[config.mk]
export PLATFORM = sky130hd
export DESIGN_NAME = mem_port_arbiter_flat
export DESIGN_NICKNAME = d
export VERILOG_FILES = /design/src/rtl/mem_arb_pkg.sv /design/src/rtl/mem_port_arbiter_if.sv /design/src/rtl/rr_arb2.sv /design/src/rtl/mem_port_arbiter.sv /design/src/flat_wrapper.sv
export SDC_FILE = /design/constraint.sdc
export NUM_CORES = 1
export LEC_CHECK = 0
export BUFFER_PORTS_ARGS = -buffer_cell sky130_fd_sc_hd__buf_2
export CORE_MARGIN = 3
export CORE_UTILIZATION = 42
export CTS_CLUSTER_DIAMETER = 200
export DETAILED_ROUTE_END_ITERATION = 10
export HOLD_SLACK_MARGIN = 0.03
export PLACE_DENSITY = 0.76
export SLEW_MARGIN = 20
export SYNTH_ARGS = -nofsm -noshare
export SYNTH_HDL_FRONTEND = slang
export SYNTH_HIERARCHICAL = 1
export SYNTH_SLANG_ARGS = --single-unit
[constraint.sdc]
create_clock -name clk -period 1.7 [get_ports clk]
set_input_delay 0.34 -clock clk [delete_from_list [all_inputs] [get_ports clk]]
set_output_delay 0.34 -clock clk [all_outputs]
set_load 0.005 [all_outputs]
[src/rtl/mem_arb_pkg.sv]
// Shared types and constants for the two-requester memory port arbiter.
package mem_arb_pkg;

    typedef enum logic [1:0] {
        ST_IDLE = 2'd0,
        ST_REQ  = 2'd1,
        ST_RESP = 2'd2
    } arb_state_e;

    typedef enum logic {
        REQ_INSTR = 1'b0,
        REQ_DATA  = 1'b1
    } req_sel_e;

    // Read data returned to the owner when the memory never answers.
    localparam logic [31:0] TIMEOUT_RDATA = 32'hDEADBEEF;

endpackage

[src/rtl/mem_port_arbiter_if.sv]
// Signal bundle between the fetch/load-store requesters, the arbiter and the memory.
interface mem_port_arbiter_if #(
    parameter int ADDR_W = 32,
    parameter int DATA_W = 32
);
    logic                  instr_req_i;
    logic [ADDR_W-1:0]     instr_addr_i;
    logic                  instr_gnt_o;
    logic                  instr_rvalid_o;

    logic                  data_req_i;
    logic                  data_we_i;
    logic [DATA_W/8-1:0]   data_be_i;
    logic [ADDR_W-1:0]     data_addr_i;
    logic [DATA_W-1:0]     data_wdata_i;
    logic                  data_gnt_o;
    logic                  data_rvalid_o;

    logic [DATA_W-1:0]     rdata_o;

    logic                  mem_req_o;
    logic                  mem_we_o;
    logic [DATA_W/8-1:0]   mem_be_o;
    logic [ADDR_W-1:0]     mem_addr_o;
    logic [DATA_W-1:0]     mem_wdata_o;
    logic                  mem_gnt_i;
    logic                  mem_rvalid_i;
    logic [DATA_W-1:0]     mem_rdata_i;

    logic                  err_o;

    // Arbiter side.
    modport slave (
        input  instr_req_i, instr_addr_i,
        input  data_req_i, data_we_i, data_be_i, data_addr_i, data_wdata_i,
        input  mem_gnt_i, mem_rvalid_i, mem_rdata_i,
        output instr_gnt_o, instr_rvalid_o, data_gnt_o, data_rvalid_o, rdata_o,
        output mem_req_o, mem_we_o, mem_be_o, mem_addr_o, mem_wdata_o, err_o
    );

    // Requester/memory side.
    modport master (
        output instr_req_i, instr_addr_i,
        output data_req_i, data_we_i, data_be_i, data_addr_i, data_wdata_i,
        output mem_gnt_i, mem_rvalid_i, mem_rdata_i,
        input  instr_gnt_o, instr_rvalid_o, data_gnt_o, data_rvalid_o, rdata_o,
        input  mem_req_o, mem_we_o, mem_be_o, mem_addr_o, mem_wdata_o, err_o
    );

endinterface

[src/rtl/rr_arb2.sv]
// Two-way tie-break: a lone requester wins, a tie goes to whoever was not served last.
module rr_arb2
    import mem_arb_pkg::*;
(
    input  logic     req_instr,
    input  logic     req_data,
    input  req_sel_e rr,
    output req_sel_e winner
);

    always_comb begin
        winner = REQ_DATA;
        if (req_instr && req_data) begin
            winner = (rr == REQ_INSTR) ? REQ_DATA : REQ_INSTR;
        end else if (req_instr) begin
            winner = REQ_INSTR;
        end
    end

endmodule

[src/rtl/mem_port_arbiter.sv]
// Shares one single-port memory between instruction fetch and load/store,
// one transaction in flight, with a response watchdog.
//
//   state   | meaning
//   IDLE    | no transaction; pick an owner if anyone requests
//   REQ     | request presented to memory, waiting for mem_gnt_i
//   RESP    | granted, waiting for mem_rvalid_i or watchdog expiry
module mem_port_arbiter
    import mem_arb_pkg::*;
#(
    parameter int ADDR_W         = 32,
    parameter int DATA_W         = 32,
    parameter int TIMEOUT_CYCLES = 1024
) (
    input  logic              clk,
    input  logic              rst,
    mem_port_arbiter_if.slave bus
);

    localparam int BE_W  = DATA_W / 8;
    localparam int CNT_W = $clog2(TIMEOUT_CYCLES + 1);

    arb_state_e        state_q, state_d;
    req_sel_e          sel_q, rr_q, winner;
    logic [CNT_W-1:0]  cnt_q;
    logic              we_q;
    logic [BE_W-1:0]   be_q;
    logic [ADDR_W-1:0] addr_q;
    logic [DATA_W-1:0] wdata_q;
    logic              any_req;
    logic              expired;

    assign any_req = bus.instr_req_i | bus.data_req_i;
    assign expired = (cnt_q == CNT_W'(TIMEOUT_CYCLES - 1));

    rr_arb2 u_rr_arb2 (
        .req_instr (bus.instr_req_i),
        .req_data  (bus.data_req_i),
        .rr        (rr_q),
        .winner    (winner)
    );

    always_ff @(posedge clk or negedge rst) begin
        if (!rst) begin
            state_q <= ST_IDLE;
        end else begin
            state_q <= state_d;
        end
    end

    always_comb begin
        state_d = state_q;
        case (state_q)
            ST_IDLE: if (any_req)                      state_d = ST_REQ;
            ST_REQ:  if (bus.mem_gnt_i)                state_d = ST_RESP;
            ST_RESP: if (bus.mem_rvalid_i || expired)  state_d = ST_IDLE;
            default:                                   state_d = ST_IDLE;
        endcase
    end

    // Request fields are captured at arbitration so they stay frozen in REQ
    // even if the requester changes or drops its inputs.
    always_ff @(posedge clk or negedge rst) begin
        if (!rst) begin
            sel_q   <= REQ_DATA;
            rr_q    <= REQ_INSTR;
            cnt_q   <= '0;
            we_q    <= 1'b0;
            be_q    <= '0;
            addr_q  <= '0;
            wdata_q <= '0;
        end else begin
            case (state_q)
                ST_IDLE: begin
                    if (any_req) begin
                        sel_q <= winner;
                        if (winner == REQ_DATA) begin
                            we_q    <= bus.data_we_i;
                            be_q    <= bus.data_be_i;
                            addr_q  <= bus.data_addr_i;
                            wdata_q <= bus.data_wdata_i;
                        end else begin
                            we_q    <= 1'b0;
                            be_q    <= '1;
                            addr_q  <= bus.instr_addr_i;
                            wdata_q <= '0;
                        end
                    end
                end
                ST_REQ: begin
                    if (bus.mem_gnt_i) begin
                        rr_q  <= sel_q;
                        cnt_q <= '0;
                    end
                end
                ST_RESP: begin
                    cnt_q <= cnt_q + CNT_W'(1);
                end
                default: ;
            endcase
        end
    end

    always_comb begin
        bus.mem_req_o      = 1'b0;
        bus.mem_we_o       = 1'b0;
        bus.mem_be_o       = '0;
        bus.mem_addr_o     = '0;
        bus.mem_wdata_o    = '0;
        bus.instr_gnt_o    = 1'b0;
        bus.data_gnt_o     = 1'b0;
        bus.instr_rvalid_o = 1'b0;
        bus.data_rvalid_o  = 1'b0;
        bus.rdata_o        = '0;
        bus.err_o          = 1'b0;
        case (state_q)
            ST_REQ: begin
                bus.mem_req_o   = 1'b1;
                bus.mem_we_o    = we_q;
                bus.mem_be_o    = be_q;
                bus.mem_addr_o  = addr_q;
                bus.mem_wdata_o = wdata_q;
                bus.instr_gnt_o = bus.mem_gnt_i && (sel_q == REQ_INSTR);
                bus.data_gnt_o  = bus.mem_gnt_i && (sel_q == REQ_DATA);
            end
            ST_RESP: begin
                // A real response arriving on the expiry cycle takes priority.
                if (bus.mem_rvalid_i || expired) begin
                    bus.instr_rvalid_o = (sel_q == REQ_INSTR);
                    bus.data_rvalid_o  = (sel_q == REQ_DATA);
                    bus.rdata_o        = bus.mem_rvalid_i ? bus.mem_rdata_i
                                                          : DATA_W'(TIMEOUT_RDATA);
                    bus.err_o          = ~bus.mem_rvalid_i;
                end
            end
            default: ;
        endcase
    end

endmodule

[src/flat_wrapper.sv]
// flat-port wrapper written by rule: the top's interface ports become plain ports
module mem_port_arbiter_flat import mem_arb_pkg::*;
#(
    parameter int ADDR_W         = 32,
    parameter int DATA_W         = 32,
    parameter int TIMEOUT_CYCLES = 1024
)
  (clk, rst, bus_instr_req_i, bus_instr_addr_i, bus_data_req_i, bus_data_we_i, bus_data_be_i, bus_data_addr_i, bus_data_wdata_i, bus_mem_gnt_i, bus_mem_rvalid_i, bus_mem_rdata_i, bus_instr_gnt_o, bus_instr_rvalid_o, bus_data_gnt_o, bus_data_rvalid_o, bus_rdata_o, bus_mem_req_o, bus_mem_we_o, bus_mem_be_o, bus_mem_addr_o, bus_mem_wdata_o, bus_err_o);
  mem_port_arbiter_if #(.ADDR_W(ADDR_W), .DATA_W(DATA_W)) bus_i ();
  input  logic clk;
  input  logic rst;
  input wire logic [$bits(bus_i.instr_req_i)-1:0] bus_instr_req_i;
  input wire logic [$bits(bus_i.instr_addr_i)-1:0] bus_instr_addr_i;
  input wire logic [$bits(bus_i.data_req_i)-1:0] bus_data_req_i;
  input wire logic [$bits(bus_i.data_we_i)-1:0] bus_data_we_i;
  input wire logic [$bits(bus_i.data_be_i)-1:0] bus_data_be_i;
  input wire logic [$bits(bus_i.data_addr_i)-1:0] bus_data_addr_i;
  input wire logic [$bits(bus_i.data_wdata_i)-1:0] bus_data_wdata_i;
  input wire logic [$bits(bus_i.mem_gnt_i)-1:0] bus_mem_gnt_i;
  input wire logic [$bits(bus_i.mem_rvalid_i)-1:0] bus_mem_rvalid_i;
  input wire logic [$bits(bus_i.mem_rdata_i)-1:0] bus_mem_rdata_i;
  output wire logic [$bits(bus_i.instr_gnt_o)-1:0] bus_instr_gnt_o;
  output wire logic [$bits(bus_i.instr_rvalid_o)-1:0] bus_instr_rvalid_o;
  output wire logic [$bits(bus_i.data_gnt_o)-1:0] bus_data_gnt_o;
  output wire logic [$bits(bus_i.data_rvalid_o)-1:0] bus_data_rvalid_o;
  output wire logic [$bits(bus_i.rdata_o)-1:0] bus_rdata_o;
  output wire logic [$bits(bus_i.mem_req_o)-1:0] bus_mem_req_o;
  output wire logic [$bits(bus_i.mem_we_o)-1:0] bus_mem_we_o;
  output wire logic [$bits(bus_i.mem_be_o)-1:0] bus_mem_be_o;
  output wire logic [$bits(bus_i.mem_addr_o)-1:0] bus_mem_addr_o;
  output wire logic [$bits(bus_i.mem_wdata_o)-1:0] bus_mem_wdata_o;
  output wire logic [$bits(bus_i.err_o)-1:0] bus_err_o;
  assign bus_i.instr_req_i = bus_instr_req_i;
  assign bus_i.instr_addr_i = bus_instr_addr_i;
  assign bus_i.data_req_i = bus_data_req_i;
  assign bus_i.data_we_i = bus_data_we_i;
  assign bus_i.data_be_i = bus_data_be_i;
  assign bus_i.data_addr_i = bus_data_addr_i;
  assign bus_i.data_wdata_i = bus_data_wdata_i;
  assign bus_i.mem_gnt_i = bus_mem_gnt_i;
  assign bus_i.mem_rvalid_i = bus_mem_rvalid_i;
  assign bus_i.mem_rdata_i = bus_mem_rdata_i;
  assign bus_instr_gnt_o = bus_i.instr_gnt_o;
  assign bus_instr_rvalid_o = bus_i.instr_rvalid_o;
  assign bus_data_gnt_o = bus_i.data_gnt_o;
  assign bus_data_rvalid_o = bus_i.data_rvalid_o;
  assign bus_rdata_o = bus_i.rdata_o;
  assign bus_mem_req_o = bus_i.mem_req_o;
  assign bus_mem_we_o = bus_i.mem_we_o;
  assign bus_mem_be_o = bus_i.mem_be_o;
  assign bus_mem_addr_o = bus_i.mem_addr_o;
  assign bus_mem_wdata_o = bus_i.mem_wdata_o;
  assign bus_err_o = bus_i.err_o;
  mem_port_arbiter #(.ADDR_W(ADDR_W), .DATA_W(DATA_W), .TIMEOUT_CYCLES(TIMEOUT_CYCLES)) u_core (.clk(clk), .rst(rst), .bus(bus_i));
endmodule
Yosys cells after proc, flatten, opt, wreduce, memory -nomap -nowiden:

Cells that the tools add are included.

* register bits after elaboration: 84
* bits of input ports: 139
* logic and storage cells: 57

* reductions and logical operators: 10
* eq/ne operators: 6
* mux-type cells: 29
* $add $sub $neg: 1
* bitwise logic cells: 3

Operator list (count)
* $mux 32: 7
* $pmux 11 s2: 1
* $mux 1: 14
* $add 11x1->11 const B: 1
* $eq 11x10->1 const B: 1
* $mux 11: 1
* $mux 4: 2
* $mux 2: 3
* $pmux 2 s3: 1
* $reduce_and 2->1: 3
* $ne 2x1->1 const B: 2
* $logic_and 1x1->1: 3
* $reduce_and 3->1: 1
* $eq 2x1->1 const B: 1
* $eq 2x2->1 const B: 1
* $logic_not 2->1: 1
* $ne 2x2->1 const B: 1
* $not 1->1: 2
* $reduce_bool 2->1: 1
* $logic_or 1x1->1: 1
* $or 1x1->1: 1

Longest topological paths before layout:

Gate-level depths: netlist (run 1).

* depth in word-level cells: 4
* gate-level depth with buffers: 7
* mapped depth without buffers: 4

By module:

Netlist (run 1), hierarchy kept.

By module, submodules not included
* mem_port_arbiter: cells each 485, area each 4787.1 sq um, instances 1
* rr_arb2: cells each 2, area each 12.5 sq um, instances 1

Worst setup path after synthesis (run 1):

Ideal clock, no wire load.

* path kind: reg-to-output
* start: register u_core.cnt_q[0]
* end: output bus_data_rvalid_o
* path buffers: 1
* stages on the path, launching flop included: 6
* data arrival time: 1344 ps
* slack: 16 ps
* cells stage by stage: dfrtp_1 -> ha_1 -> and3_1 -> buf_2 -> a41o_1 -> and3_1

* word-level cells in the longest chain between the ends: 4

RTL lines
* start: declaration: RTL line mem_port_arbiter.sv:25 `logic [CNT_W-1:0] cnt_q;`
* start signal: assignment: RTL line mem_port_arbiter.sv:97 `cnt_q <= cnt_q + CNT_W'(1);`
* $eq 11x10->1: RTL line mem_port_arbiter.sv:34 `assign expired = (cnt_q == CNT_W'(TIMEOUT_CYCLES - 1));`
* $logic_or 1x1->1: RTL line mem_port_arbiter.sv:128 `if (bus.mem_rvalid_i || expired) begin`
* $mux 1: RTL line mem_port_arbiter.sv:128
* $mux 1: RTL line mem_port_arbiter.sv:116 `case (state_q)`
* end: declaration: RTL line flat_wrapper.sv:25 `output wire logic [$bits(bus_i.data_rvalid_o)-1:0] bus_data_rvalid_o;`

Every way passes these cells.

Worst setup path after layout (run 1):

* start: register u_core.cnt_q[1]
* end: output bus_rdata_o[13]

* word-level cells in the longest chain between the ends: 4

RTL lines
* $eq 11x10->1: RTL line mem_port_arbiter.sv:34
* $logic_or 1x1->1: RTL line mem_port_arbiter.sv:128
* $mux 32: RTL line mem_port_arbiter.sv:128
* $mux 32: RTL line mem_port_arbiter.sv:116
* end: declaration: RTL line flat_wrapper.sv:26 `output wire logic [$bits(bus_i.rdata_o)-1:0] bus_rdata_o;`

Every way passes these cells.

==> results by stage, run 1 <==
Yosys:
- The proportion of synthesized chip area in sequential cells is 43.82%.
- After synthesis, the cell types taking the most area are dfrtp_1 (43%), mux2_2 (16%), and2_1 (9.1%).
- The gate count after technology mapping is between 400 and 500.
- The area fraction of the dominant cell type after synthesis is a little over two fifths.
- The number of distinct library cell variants in the gate-level netlist after synthesis is 33.
- The library cell occupying the most area in the post-synthesis netlist is dfrtp_1.
- The number of nets in the synthesized netlist is 627.
- The number of warning messages in the yosys log is 6.
- The mapped netlist covers roughly 4800 sq um.
- After synthesis the netlist holds a flip-flop and latch count of 84.
- Averaged over all synthesized cells, the footprint is approximately 9.9 sq um.

Clocking:
- The clock slew at the register clock pins of the worst setup and hold paths is about 0.060 ns.
- The count of H-tree levels built during CTS is 3.
- Clock latency on the worst-skew pair, taken at its later pin, is roughly 0.33 ns.
- The buffer depth of the longest clock path is 2.
- The CTS tree is yes.
- Buffers inserted during clock tree synthesis total 9.
- The clock sink count is between 80 and 90.
- In this run the clock root is driven by a clkbuf_16.

Place:
- The final weighted congestion in routability-driven placement is 0.8641.
- The quantity of I/O buffers inserted on ports is approximately 250.
- The wire-length estimate of the detail-placed layout is 9681 microns.

Outcome:
- The final reports fail on setup timing.
- The flow ran to the end, but the final reports show violations.

Setup path:
- Along the worst path, the maximum fanout reaches 24.
- The endpoint identified for the worst register-to-register timing path is u_core/addr_q[3].
- The kind of start point of the critical path is a flop.
- The required time of the critical path is ~1.4 ns.
- The worst setup path category is reg -> out.
- Setup slack on the worst reg-to-reg path comes out at -0.05 ns.
- The startpoint identified for the worst register-to-register timing path is u_core/state_q[1].
- The kind of end point of the critical path is an output port.
- Data on the critical path arrives at its endpoint at between 1.5 and 2 ns.
- The worst reg-to-reg path cell count is 7.

Final layout:
- The number of antenna diodes is 0.
- In the final layout, the multi-input gates occupy 2680 sq um.
- The growth of design area from synthesis to finish is 66.21%.
- The final cell utilization of the core is 72.64%.
- The total of fill cells in the finished design is 750.
- The share of layout cells above drive strength 1 is between 60 and 70%.
- The footprint of the flip-flops and latches is about 2100 sq um.
- The net count of the finished layout is 908.

Detailed routing:
- The via total after detailed routing is about 4700.
- In the routed design, unresolved DRC markers number 0.
- After detailed routing, the number of vias per cell comes to a little over 5.
- For this run, the detailed router's first-pass iteration total came to 4.
- The first routing iteration left 201 violations.
- The per-cell routed wire length is about 18 microns.
- Once detail routing completed, the nets flagged for antenna violations numbered 0.
- After detailed routing, the total wire length is between 15000 and 20000 microns.

STA:
- The final number of max-transition violations is 0.
- The remaining max-slew budget at the tightest pin is ~70%.
- The number of endpoints failing setup at the final stage is 118.
- At the pin with the least slew margin, the transition time is roughly 0.45 ns.
- On the final layout, the worst hold slack is about 0.26 ns.
- Of the available clock period, the critical path in the final layout requires 116.3%.
- The number of hold-slack violations in the final timing report is 0.
- Counting I/O delays and the setup requirement, the final critical path takes just under 2 ns.
- Setup repair after global routing could not meet its margin everywhere.
- The slack of the critical path is -0.2779 ns.
- The highest clock rate is 505.6 MHz.
- The clock tree skew after final layout is around 0.013 ns.

Job:
- The max-cap violation count is 0.

Global route:
- The global-route wire length before repair is 23520 microns.
- In the global route stage, overall resource usage came out at between 20% and 30%.
- The number of antenna violations at the first check in global routing is 0.
- The via count of the first global-routing pass is 4742.
- The maximum number of pins on one net before global-route repair is between 40 and 50.
- For this run the aggregate overflow at the end of global routing stands at 0.

Floorplan:
- The core region is 10980 sq um.
- The die extent in y is 112.9 microns.
- The floorplan step set the die width to approximately 110 microns.
- The floorplan has 38 rows.
- Pin placement for this block handled roughly 250 I/O pins.
- The die covers approximately 13000 sq um.
- The initial utilization of the core area, before any placement, comes to roughly 44%.

Hold path:
- The start point of the worst min-delay path is bus_data_wdata_i[11].
- The number of cells traversed by the worst hold path is 3.
- The path with the worst hold slack has its endpoint at u_core/wdata_q[11].
- The path class of the lowest-slack min-delay path is in -> reg.

Pwr:
- The power density over the cells is roughly 1700 nW/um^2.
- The largest voltage drop on the vdd net is just under 1000 uV.
- The leakage power figure is 4.150 nW.
- The overall power of the completed layout is ~0.014 W.
==> registers in the layout, indices dropped and copies added, names as in the netlist <==
register	flops
u_core/addr_q	32
u_core/be_q	4
u_core/cnt_q	11
u_core/rr_q	1
u_core/sel_q	1
u_core/state_q	2
u_core/wdata_q	32
u_core/we_q	1
==> how the worst max path moves through the flow <==
stage          slack, ns           endpoint            start  depth (start not counted)
2_1_floorplan       0.02  bus_data_rvalid_o  u_core/cnt_q[0]                          5
6_report           -0.28    bus_rdata_o[13]  u_core/cnt_q[1]                          6
3_5_place_dp       0.004  bus_data_rvalid_o  u_core/cnt_q[0]                          5
5_1_grt            -0.34    bus_rdata_o[13]  u_core/cnt_q[1]                          6
3_3_place_gp       0.005  bus_data_rvalid_o  u_core/cnt_q[0]                          5
4_1_cts            -0.25    bus_rdata_o[30]  u_core/cnt_q[0]                          6
==> metrics by stage <==
stage / std cells / area, sq um / setup TNS [ns] / setup WS (ns)
after floorplan: 487 / 4800 / 0 / 0.01558
after global placement: 862 / 6300 / 0 / 0.004763
after detailed placement: 862 / 6300 / 0 / 0.003872
after CTS: 902 / 7496 / -19.16 / -0.2464
after global routing: 912 / 7978 / -24.53 / -0.3436
final: 912 / 7978 / -17.90 / -0.2779
==> synthesized netlist by cell type <==
cell type  instances
nand3b_1           1
a21o_1             2
o211ai_1           1
nor2_1             4
o21ai_0            3
or4_1              1
dfrtp_1           83
buf_4              8
nand4_4            1
dfstp_2            1
and3b_1            1
inv_1             36
mux2_2            69
mux2i_1           38
nor2b_1            1
and4_1             1
nor3b_1            2
and2b_1            1
and2_1            70
nand3_1            7
nand2_1           67
buf_6              2
nor3_1             1
nand4_1            6
a41o_1             1
nand2b_1           5
clkbuf_1          19
buf_2             10
a31oi_1            4
a21oi_1           27
ha_1               1
o21ai_2            1
and3_1            12
==> cell usage in the layout (no fill, tap or decap), drive strengths merged <==
cell type / n
a21o: 2
a21oi: 27
a31oi: 4
a41o: 1
and2: 70
and2b: 2
and3: 12
and3b: 1
and4: 1
buf: 303
bufinv: 2
clkbuf: 15
clkinv: 2
dfrtp: 83
dfstp: 1
dlygate4sd3: 1
ha: 1
inv: 36
mux2: 69
mux2i: 38
nand2: 67
nand2b: 5
nand3: 7
nand3b: 1
nand4: 7
nor2: 4
nor2b: 1
nor3: 1
nor3b: 2
o211ai: 1
o21ai: 4
or4: 1
==> logic make-up after synthesis <==
logic type | share of synthesized area, %
flip-flops | 43.82
adder cells (fa/ha/maj) | 0.2606
AO/OA/AOI/OAI | 4.510
multiplexers | 24.11
AND/OR/NAND/NOR | 20.23
buffers and inverters | 7.065
==> repair_timing <==
item,4_1_cts,5_1_grt
hold buffers,1,0
gates resized for setup,127,84
cloned,8,5
endpoints found under the hold margin,28,0
pin swaps,35,49
setup buffers,16,7
setup endpoints to repair,105,159
==> final cells by class <==
type                       count  share of cell area [%]
clock buffer                  11                   3.043
clock inverter                 4                  0.9253
inverter                      36                   1.694
multi-input combinational    329                   33.59
sequential                    84                   26.40
tap                          140                   2.196
timing repair buffer         308                   32.15
==> critical path: stages, from the launching register on <==
cell	delay (ns)
dfrtp_1	0.36
ha_2	0.19
and3_4	0.21
nand4_4	0.08
buf_12	0.18
a21oi_1	0.14
buf_2	0.13
==> report_power, final <==
group          internal (W)  total (W)  switching, W  leakage, nW
clock               0.00132    0.00210      0.000781        0.156
sequential          0.00293    0.00352      0.000584         1.02
combinational       0.00521    0.00833       0.00312         2.97
total               0.00946     0.0139       0.00449         4.15
==> layer usage <==
metal  wire length (microns)  up-vias  GRT usage (%)
li1                        -     2174              -
met4                     573        0          9.375
met3                     782       44          3.316
met2                    8885      171          41.82
met5                       0        -              0
met1                    6233     2268          27.08
(Power assumes the default switching activity.)
==> run 2: changes to the inputs <==
--- a/config.mk
+++ b/config.mk
@@ -6,13 +6,14 @@
 export NUM_CORES = 1
 export LEC_CHECK = 0
 export BUFFER_PORTS_ARGS = -buffer_cell sky130_fd_sc_hd__buf_2
+export CELL_PAD_IN_SITES_DETAIL_PLACEMENT = 1
+export CELL_PAD_IN_SITES_GLOBAL_PLACEMENT = 1
 export CORE_MARGIN = 3
-export CORE_UTILIZATION = 42
+export CORE_UTILIZATION = 30
 export CTS_CLUSTER_DIAMETER = 200
 export DETAILED_ROUTE_END_ITERATION = 10
 export HOLD_SLACK_MARGIN = 0.03
-export PLACE_DENSITY = 0.76
-export SLEW_MARGIN = 20
+export PLACE_DENSITY = 0.75
 export SYNTH_ARGS = -nofsm -noshare
 export SYNTH_HDL_FRONTEND = slang
 export SYNTH_HIERARCHICAL = 1
==> run 2 against run 1 <==
The flow still finishes with violations (setup timing). Combinational power rose by 2.6%. Flip-flop and latch count unchanged. Final area increased by 2.1%. Power increased by 0.19%. Die area is 38% higher. Critical path depth unchanged. Critical path type unchanged. Critical endpoint is now bus_rdata_o[9]. Largest cell class unchanged. Highest routed layer unchanged.
==> results by stage, run 2 (same netlist as run 1, synthesis figures left out) <==
STA:
- The share of the clock period used by the worst path is 117.5% (+1.2 points).
- The final number of max-transition violations is 0 (unchanged).
- The number of endpoints failing setup at the final stage came to 109 (-7.6%).
- The number of hold-slack violations in the final timing report is 0 (unchanged).
- The minimum clock period after layout is 1.998 ns (+0.01970 ns).
- The measured slew at the worst slew-check pin is 0.3623 ns (-0.08746 ns).
- The clock tree skew after final layout is 0.01137 ns (-0.001412 ns).
- The worst hold slack is 0.2510 ns (-0.004002 ns).
- The slack of the critical path is -0.2976 ns (-0.01969 ns).
- Setup repair after global routing could not meet its margin everywhere.
- The remaining max-slew budget at the tightest pin is 75.85% (+5.8 points).
- The highest clock rate is 500.6 MHz (-0.99%).

Setup path:
- The kind of start point of the critical path is a flop.
- The maximum fanout along the worst path is 24 (unchanged).
- The first element of the critical path is u_core/cnt_q[0].
- The worst reg-to-reg path cell count is 7 (unchanged).
- The number of gates on the worst path with buffers counted is 6 (unchanged).
- The worst register-to-register path ends at u_core/wdata_q[24].
- The buffers plus inverters on the worst setup path is 2 (unchanged).
- The setup path with the least slack is of type reg -> out.
- The reg-to-reg setup timing slack is -0.04 ns (about the same).
- The timing endpoint of the critical path is bus_rdata_o[9].
- Walking the worst path, the cells encountered are ha_2, and3_4, nand4_4, buf_12, a21oi_1, buf_2.
- In this design, the largest share of critical-path delay is due to flip-flops.
- STA classifies the critical path endpoint as an output port.
- The launching point of the worst reg2reg path is u_core/state_q[1].
- The data arrival time of the worst path is 1.66 ns (+0.02 ns).
- The required time of the critical path came to 1.36 ns (about the same).
- The slowest cell on the critical path is dfrtp_1.
- The largest stage delay on the critical path is 0.36 ns (about the same).

Place:
- The half-perimeter wire length after placement is 11780 microns (+22%).
- The final weighted congestion in routability-driven placement is 0.8213 (-5.0%).
- The quantity of I/O buffers inserted on ports came to 245 (unchanged).

Pwr:
- The cell-internal power is 0.009287 W (-1.8%).
- The largest voltage drop on the vdd net is 773.7 uV (-21%).
- The clock network fraction of total power is 13.5% (-1.6 points).
- The net switching power is 0.004689 W (+4.5%).
- The power density over the cells is 1716 nW/um^2 (-1.9%).
- The leakage power figure was 4.197 nW (+1.1%).
- The net switching fraction of the power is 33.55% (+1.4 points).
- The sequential fraction of design power is 25.3% (about the same).
- The fraction of power consumed by combinational cells is 61.2% (+1.5 points).

Hold path:
- The path class of the lowest-slack min-delay path is in -> reg.

Final layout:
- The count of nets after finishing is 914 (+0.66%).
- Compared with the post-synthesis result, the final layout area differs by 69.68%.
- The library cell used most frequently in the layout, excluding fill and tap cells, is buf_2.
- The top cell types in the final layout, fill and taps aside, are buf_2 (167), buf_6 (91), dfrtp_1 (81).
- The share of layout cells above drive strength 1 was 63.03% (+0.72 points).
- The number of antenna diodes came to 0 (unchanged).
- The final cell utilization of the core is 52.79% (-20 points).
- In the final layout, the registers with the most flip-flops are u_core/addr_q x32, u_core/wdata_q x32, u_core/cnt_q x11.

Floorplan:
- The row count is 45 (+18%).
- The die extent in y is 132.5 microns (+17%).
- The number of top-level pins was 246 (unchanged).
- The core box area is 15430 sq um (+40%).
- The die width was 132.5 microns (+17%).
- The initial cell density of the core came to 31.11% (-13 points).
- The overall die area is 17550 sq um (+38%).

Clocking:
- The count of H-tree levels built during CTS is 3 (unchanged).
- The buffer cell driving the clock tree root is clkbuf_16.
- The clock latency on the worst-skew pair is 0.34 ns (about the same).
- The clock slew at the register clock pins of the worst setup and hold paths is 0.07 ns (about the same).
- TritonCTS built the clock tree.
- The total clock buffers created by CTS is 9 (unchanged).
- The buffer depth of the longest clock path is 2 (unchanged).
- The clock sink count is 84 (unchanged).

Job:
- The max-cap violation count is 0 (unchanged).

Detailed routing:
- The via total after detailed routing is 4688 (+0.67%).
- The number of violations reported at the end of detailed-routing iteration 0 came to 174 (-13%).
- The per-cell routed wire length came to 19.48 microns (+7.8%).
- The number of iterations in the first detailed-routing pass is 4 (unchanged).
- The post-detailed-route via-to-cell ratio is 4.735 (-7.3%).
- The wire length after detailed routing is 19280 microns (+17%).
- The post-detailed-route count of antenna-violating nets was 0 (unchanged).
- The final routed DRC violation total is 0 (unchanged).

Global route:
- The via count of the first global-routing pass came to 5117 (+7.9%).
- The global-route wire length before repair is 27690 microns (+18%).
- The total routing resource utilization after global routing was 19.78% (-3.2 points).
- The number of antenna violations at the first check in global routing was 0 (unchanged).
- The total grt overflow came to 0 (unchanged).
- The maximum number of pins on one net before global-route repair came to 38 (-16%).

Outcome:
- The checks that failed: setup timing.
- The run finished, with violations left.
-- run 2: cell count changes in the layout (fill, tap and decap cells not counted), moves of 3 or more --
| cell | delta |
|---|---|
| a21oi_2 | +3 |
| and3_1 | -3 |
| and3_4 | +3 |
| buf_12 | +5 |
| buf_16 | -5 |
| buf_2 | -3 |
| buf_6 | +7 |
| mux2_2 | -11 |
| mux2_4 | +11 |
-- run 2: layout make-up --
type	instances	area, sq um
Fill cell	1738	7283
Clock buffer	13	260.3
Sequential cell	84	2106
Tap cell	211	264.0
Inverter	36	135.1
Timing Repair Buffer	314	2626
Clock inverter	3	21.27
Multi-Input combinational cell	329	2731
-- run 2: worst min-delay path by stage --
stage | start | end | slack (ns) | cells past startpoint
final | bus_data_wdata_i[25] | u_core/wdata_q[25] | 0.25 | 3
after CTS | bus_data_wdata_i[15] | u_core/wdata_q[15] | 0.24 | 3
after detailed placement | rst | u_core/wdata_q[27] | 0.28 | 1
after global routing | bus_data_wdata_i[6] | u_core/wdata_q[6] | 0.25 | 3
after global placement | rst | u_core/wdata_q[26] | 0.28 | 1
after floorplan | rst | u_core/addr_q[0] | 0.04 | 0
-- run 2: routing by layer --
layer | part of all wire (%) | track usage [%] | vias up
met1 | 39 | 22.62 | 2341
li1 | - | - | 2177
met4 | 3.0 | 7.217 | 0
met5 | 0 | 0 | -
met3 | 4.0 | 3.384 | 34
met2 | 54 | 36.84 | 136
-- run 2: repair_timing --
item,in CTS,in global routing
cloned,8,8
gates resized for setup,137,93
pin swaps,62,22
endpoints found under the hold margin,20,0
setup buffers,20,9
setup endpoints to repair,105,161
hold buffers,1,0
-- run 2: worst register-to-register path: stages (launching register included) --
cell       delay [ns]
dfrtp_2          0.45
buf_6            0.14
buf_6            0.12
nor3_4           0.20
buf_6            0.19
clkbuf_16        0.19
buf_16           0.13
mux2i_1          0.24
-- run 2: power groups by stage --
stage / Combinational (W) / Clock, W / Sequential, W
2_1_floorplan: 0.00291 / 0 / 0.00327
3_3_place_gp: 0.00466 / 0 / 0.00338
3_5_place_dp: 0.00485 / 0 / 0.00345
4_1_cts: 0.00727 / 0.00193 / 0.00347
5_1_grt: 0.00906 / 0.00203 / 0.00364
6_report: 0.00855 / 0.00189 / 0.00354
-- run 2: through the flow --
stage	total power (W)	instances	cell area (sq um)	setup WS, ns	setup TNS [ns]
after floorplan	0.006183	487	4800	0.01558	0
after global placement	0.008036	936	6449	0.02547	0
after detailed placement	0.008292	936	6449	-0.004176	-0.004176
after global routing	0.01473	990	8144	-0.3570	-27.98
after CTS	0.01267	981	7640	-0.2838	-24.18
final	0.01398	990	8144	-0.2976	-20.37
